`config.mk`:
```
export PLATFORM = sky130hd
export DESIGN_NAME = bus_arbiter_mux
export DESIGN_NICKNAME = d
export VERILOG_FILES = /design/src/rtl/bus_arbiter_mux.sv
export SDC_FILE = /design/constraint.sdc
export NUM_CORES = 1
export LEC_CHECK = 0
export ABC_CLOCK_PERIOD_IN_PS = 2400
export CORE_AREA = 4 4 127 129
export CTS_CLUSTER_SIZE = 20
export DETAILED_ROUTE_END_ITERATION = 7
export DIE_AREA = 0 0 131 133
export PLACE_DENSITY_LB_ADDON = 0.15
export SYNTH_ARGS = -nofsm -noshare
export SYNTH_HDL_FRONTEND = slang
export SYNTH_SLANG_ARGS = --single-unit
```
`constraint.sdc`:
```
create_clock -name clk -period 2.4 [get_ports clk]
set_clock_uncertainty 0.2 [all_clocks]
set_input_delay 0.48 -clock clk [delete_from_list [all_inputs] [get_ports clk]]
set_output_delay 0.48 -clock clk [all_outputs]
set_load 0.03 [all_outputs]
```
`src/rtl/bus_arbiter_mux.sv`:
```
// bus_arbiter_mux
//   Round-robin arbiter plus master-to-slave multiplexer for the shared system
//   bus. Grants are registered. The winner's address, strobe, direction and
//   write data are steered combinationally onto the slave side. An owner that
//   has held the bus for MAX_HOLD cycles is preempted when others are waiting.
//   Preemption only happens while the owner has no access in flight, that is,
//   while its strobe is high.
//
// Ports
//   clk        system clock, rising edge
//   reset_     asynchronous active-low reset
//   m_req_     per-master request (active-low)
//   m_addr     packed master addresses, master i at [i*ADDR_W +: ADDR_W]
//   m_as_      per-master address strobe (active-low)
//   m_rw       per-master direction, 1 = read
//   m_wr_data  packed master write data, master i at [i*DATA_W +: DATA_W]
//   m_grnt_    per-master grant (active-low, one-cold or all-high)
//   s_addr     selected address (0 when idle)
//   s_as_      selected strobe (1 when idle)
//   s_rw       selected direction (1 when idle)
//   s_wr_data  selected write data (0 when idle)
//   owner      index of the current or most recent owner
//   bus_busy   high while any grant is asserted
module bus_arbiter_mux #(
  parameter int NUM_M    = 4,
  parameter int ADDR_W   = 30,
  parameter int DATA_W   = 32,
  parameter int MAX_HOLD = 16,
  localparam int IDW     = (NUM_M > 1) ? $clog2(NUM_M) : 1
) (
  input  logic                     clk,
  input  logic                     reset_,
  input  logic [NUM_M-1:0]         m_req_,
  input  logic [NUM_M*ADDR_W-1:0]  m_addr,
  input  logic [NUM_M-1:0]         m_as_,
  input  logic [NUM_M-1:0]         m_rw,
  input  logic [NUM_M*DATA_W-1:0]  m_wr_data,
  output logic [NUM_M-1:0]         m_grnt_,
  output logic [ADDR_W-1:0]        s_addr,
  output logic                     s_as_,
  output logic                     s_rw,
  output logic [DATA_W-1:0]        s_wr_data,
  output logic [IDW-1:0]           owner,
  output logic                     bus_busy
);

  localparam int HW = (MAX_HOLD > 0) ? $clog2(MAX_HOLD + 1) : 1;
  localparam logic [HW-1:0] HOLD_MAX = HW'(MAX_HOLD);

  typedef enum logic {IDLE, OWNED} state_t;

  state_t           state_q, state_d;
  logic [NUM_M-1:0] grant_q, grant_d;
  logic [IDW-1:0]   owner_q, owner_d;
  logic [IDW-1:0]   last_q,  last_d;
  logic [HW-1:0]    hold_q,  hold_d;

  logic [NUM_M-1:0] req;
  logic [NUM_M-1:0] others;
  logic [NUM_M-1:0] cand;
  logic [IDW-1:0]   win;
  logic             preempt;

  // Returns the first set bit of req searching upward from base+1 with wrap.
  // The loop runs from the farthest slot to the nearest so the nearest
  // requester is the one left in pick. Returns base when req is empty; the
  // callers check for that case themselves.
  function automatic logic [IDW-1:0] rr_pick(input logic [NUM_M-1:0] r,
                                             input logic [IDW-1:0]   base);
    logic [IDW-1:0] pick;
    int             idx;
    pick = base;
    for (int k = NUM_M; k >= 1; k--) begin
      idx = (int'(base) + k) % NUM_M;
      if (r[idx]) pick = IDW'(idx);
    end
    return pick;
  endfunction

  assign req    = ~m_req_;
  // While OWNED, grant_q is the owner's one-hot, so it masks the owner out.
  assign others = req & ~grant_q;
  assign cand   = (state_q == IDLE) ? req : others;
  assign win    = rr_pick(cand, last_q);

  // The owner's strobe gates preemption, so a cycle in flight is never cut.
  assign preempt = (MAX_HOLD != 0) && (hold_q == HOLD_MAX) && (|others) &&
                   m_as_[owner_q];

  // State register
  always_ff @(posedge clk or negedge reset_) begin
    if (!reset_) begin
      state_q <= IDLE;
      grant_q <= '0;
      owner_q <= '0;
      last_q  <= IDW'(NUM_M - 1);
      hold_q  <= '0;
    end else begin
      state_q <= state_d;
      grant_q <= grant_d;
      owner_q <= owner_d;
      last_q  <= last_d;
      hold_q  <= hold_d;
    end
  end

  // Next-state logic
  always_comb begin
    logic take;
    state_d = state_q;
    grant_d = grant_q;
    owner_d = owner_q;
    last_d  = last_q;
    hold_d  = hold_q;
    take    = 1'b0;
    case (state_q)
      IDLE: begin
        if (|req) take = 1'b1;
      end
      OWNED: begin
        if (!req[owner_q]) begin
          // Release: hand over directly, or fall back to IDLE.
          if (|others) begin
            take = 1'b1;
          end else begin
            state_d = IDLE;
            grant_d = '0;
          end
        end else if (preempt) begin
          take = 1'b1;
        end else if (hold_q != HOLD_MAX) begin
          hold_d = hold_q + HW'(1);
        end
      end
      default: begin
        state_d = IDLE;
        grant_d = '0;
      end
    endcase
    if (take) begin
      state_d = OWNED;
      grant_d = {{(NUM_M-1){1'b0}}, 1'b1} << win;
      owner_d = win;
      last_d  = win;
      hold_d  = '0;
    end
  end

  // Output logic: slave-side mux driven from the registered grant
  always_comb begin
    s_addr    = '0;
    s_as_     = 1'b1;
    s_rw      = 1'b1;
    s_wr_data = '0;
    if (state_q == OWNED) begin
      s_addr    = m_addr[int'(owner_q)*ADDR_W +: ADDR_W];
      s_as_     = m_as_[owner_q];
      s_rw      = m_rw[owner_q];
      s_wr_data = m_wr_data[int'(owner_q)*DATA_W +: DATA_W];
    end
  end

  assign m_grnt_  = ~grant_q;
  assign owner    = owner_q;
  assign bus_busy = ~&m_grnt_;

endmodule
```
==> out/metrics.yaml <==
status:
  outcome: "finished, violations left"
  failed_checks: "negative setup slack"
synthesis:
  syn_area_um2: 2790
  syn_nets: 500
  ys_types: 39
  ys.flop_type: "dfrtp_1"
  synthArstFlopShare: 1.00
  synth.yosys.seq_area_share: 0.127
  avgSynthCellArea_um2: 11.8
  synth_edf_count: 0
  syn_inst: 236
  synth_seq_cells: 14
  ys.warnings.count: 0
global_routing:
  grt_pass1_vias: 3914
  antenna_found_initial: 0
  gr-total-overflow: 0
  grt_pass1_wl_um: 23200
  grt_max_degree: 39
  grt_usage: 0.172
place:
  numPortBuffers: 332
  dpl_cell_area_um2: 6480
  place_ws_ns: -0.471
  place.gp.congestion: 0.866
  hpwl_um: 13700
sta:
  setup_ws_ns: -0.200
  max_freq_mhz: 385
  hold_viol: 0
  worst_slew_pin_slew_ns: 0.652
  grt_setup_unrepaired: "true"
  finalCritPeriodShare: 1.08
  timing.slew.headroom: 0.564
  setup_viol: 59
  maxSlewViolCount: 0
  fin_crit_ns: 2.60
cts:
  clock_path_buffers: 2
  ctsHtreeMaxLevel: 1
  cts_tree: "done"
  clock_latency_ns: 0.25
  path_clk_slew_ns: 0.05
  cts_sinks: 14
  hold_buffers: 0
  cts_made_buffers: 3
  cts-root-buf: "clkbuf_16"
drt:
  drt-total-wl_um: 16600
  wire_per_inst_um: 21.1
  via_per_inst: 4.71
  wl_met3_um: 1500
  drt.antenna.violating_nets: 0
  top_layer_used: "met4"
  num_vias: 3699
  wl_met2_um: 8770
  drc_errors: 0
  drt_pass1_iterations: 4
  met1_length_um: 6060
  drt_iter0_markers: 139
finish:
  num-fill-cells: 1371
  syn_to_final_growth_pct: 155
  layout_common_cells: "clkdlybuf4s50_1, mux4_2, buf_6"
  antenna_cells: 0
  nets: 863
  layout_commonest_cell: "clkdlybuf4s50_1"
  final_area_um2: 7110
  drive_gt1_frac: 0.405
floorplan:
  design.portCount: 333
  initial_core_util: 0.185
  core_area_um2: 15000
  fp.dieH_um: 133
  die_width_um: 131
  core.rowCount: 45
  fp.dieArea_um2: 17400
critical_path:
  cp-startpoint: "owner[0]"
  rrSetupSlack_ns: 0.04
  cp.arrival_ns: 1.92
  cp-start-kind: "flop"
  r2r_cells: 8
  cp-end-kind: "output pin"
  r2r_end: "hold_q[2]"
  slowest_delay_ns: 0.51
  r2r-start: "owner[0]"
  critPathCapture: "s_wr_data[12]"
  worst_ep_required_time_ns: 1.72
  path_cells: "buf_12 > buf_12 > buf_6 > mux4_2 > and2_4 > buf_6"
  path_max_fanout: 7
  crit_type: "flop to output pin"
  crit_slowest_cell: "dfrtp_4"
pwr:
  power.density_nw_per_um2: 1200
  leakagePower_uw: 0.00283
  irDropWorstVdd_v: 0.000658
flow_run:
  cap_viol_max_count: 0
hold_path:
  min_path_type: "flop to flop"
routing by layer:
metal | vias to the layer above | GRT usage
met4 | 0 | 0.0320
li1 | 1675 | -
met2 | 178 | 0.320
met1 | 1825 | 0.202
met3 | 21 | 0.0351
met5 | - | 0
report_power, final:
group,leakage [uW],switching (uW),internal [uW]
combinational,0.00262,3490,4230
clock,0.0000442,104,253
sequential,0.000171,109,346
Yosys cell counts (all sizes together) (4+ instances only):
library cell	number	area share
a21o	5	0.013
a21oi	5	0.010
and2	62	0.14
buf	12	0.020
clkbuf	10	0.013
dfrtp	12	0.11
inv	8	0.011
mux4	65	0.53
nor2	5	0.0076
nor2b	4	0.0090
o21ai	6	0.011
o31ai	4	0.011
flip-flops by register name (all words and copies together), names as in the netlist:
name and count:
owner 2, last_q 2, grant_q 4, hold_q 5
state_q 1
timing repair:
item,CTS,global route
pin swaps,19,2
setup buffers,13,4
gates cloned,1,1
setup endpoints to repair,62,72
gates resized for setup,226,9
through the flow:
step                      hold WS [ns]  power [uW]  TNS (ns)   util  instances
final                            0.311        8540     -7.29  0.473        786
after global routing             0.342        8940    -10.37  0.473        786
after CTS                        0.313        8470     -7.64  0.468        782
after detailed placement         0.303        7010    -13.38  0.431        765
after global placement           0.299        6980    -13.02  0.431        765
after floorplan                -0.0156        4390         0      -        236
worst min path at each step:
stage	start	to	slack [ns]	cells after the start
global route	hold_q[2]	hold_q[2]	0.34	1
detailed placement	hold_q[2]	hold_q[2]	0.30	1
global placement	hold_q[2]	hold_q[2]	0.30	1
finish	hold_q[2]	hold_q[2]	0.31	1
CTS	hold_q[2]	hold_q[2]	0.31	1
floorplan	reset_	grant_q[0]	-0.02	0
cells by family after synthesis:
kind of cell	after synthesis	synth area share
DFF	14	0.127
and+or+nand+nor	91	0.205
buffers and inverters	30	0.0440
adders and majority gates	2	0.00898
AOI/OAI and AO/OA	31	0.0794
xor gates and xnor gates	1	0.00314
muxes	67	0.533
final cells by class:
class	instances	area [um2]	share of cell area
Clock buffer	4	88.8	0.0125
Inverter	8	30.0	0.00422
Multi-Input combinational cell	192	2440	0.343
Sequential cell	14	359	0.0505
Tap cell	188	235	0.0331
Timing Repair Buffer	380	3960	0.557
worst max-delay path, delay by kind of cell (launching register included):
kind          cells  cell delay [ns]
mux               1             0.45
buf+inv           4             0.54
simple gates      1             0.16
flops             1             0.51
(Power assumes the default switching activity.)
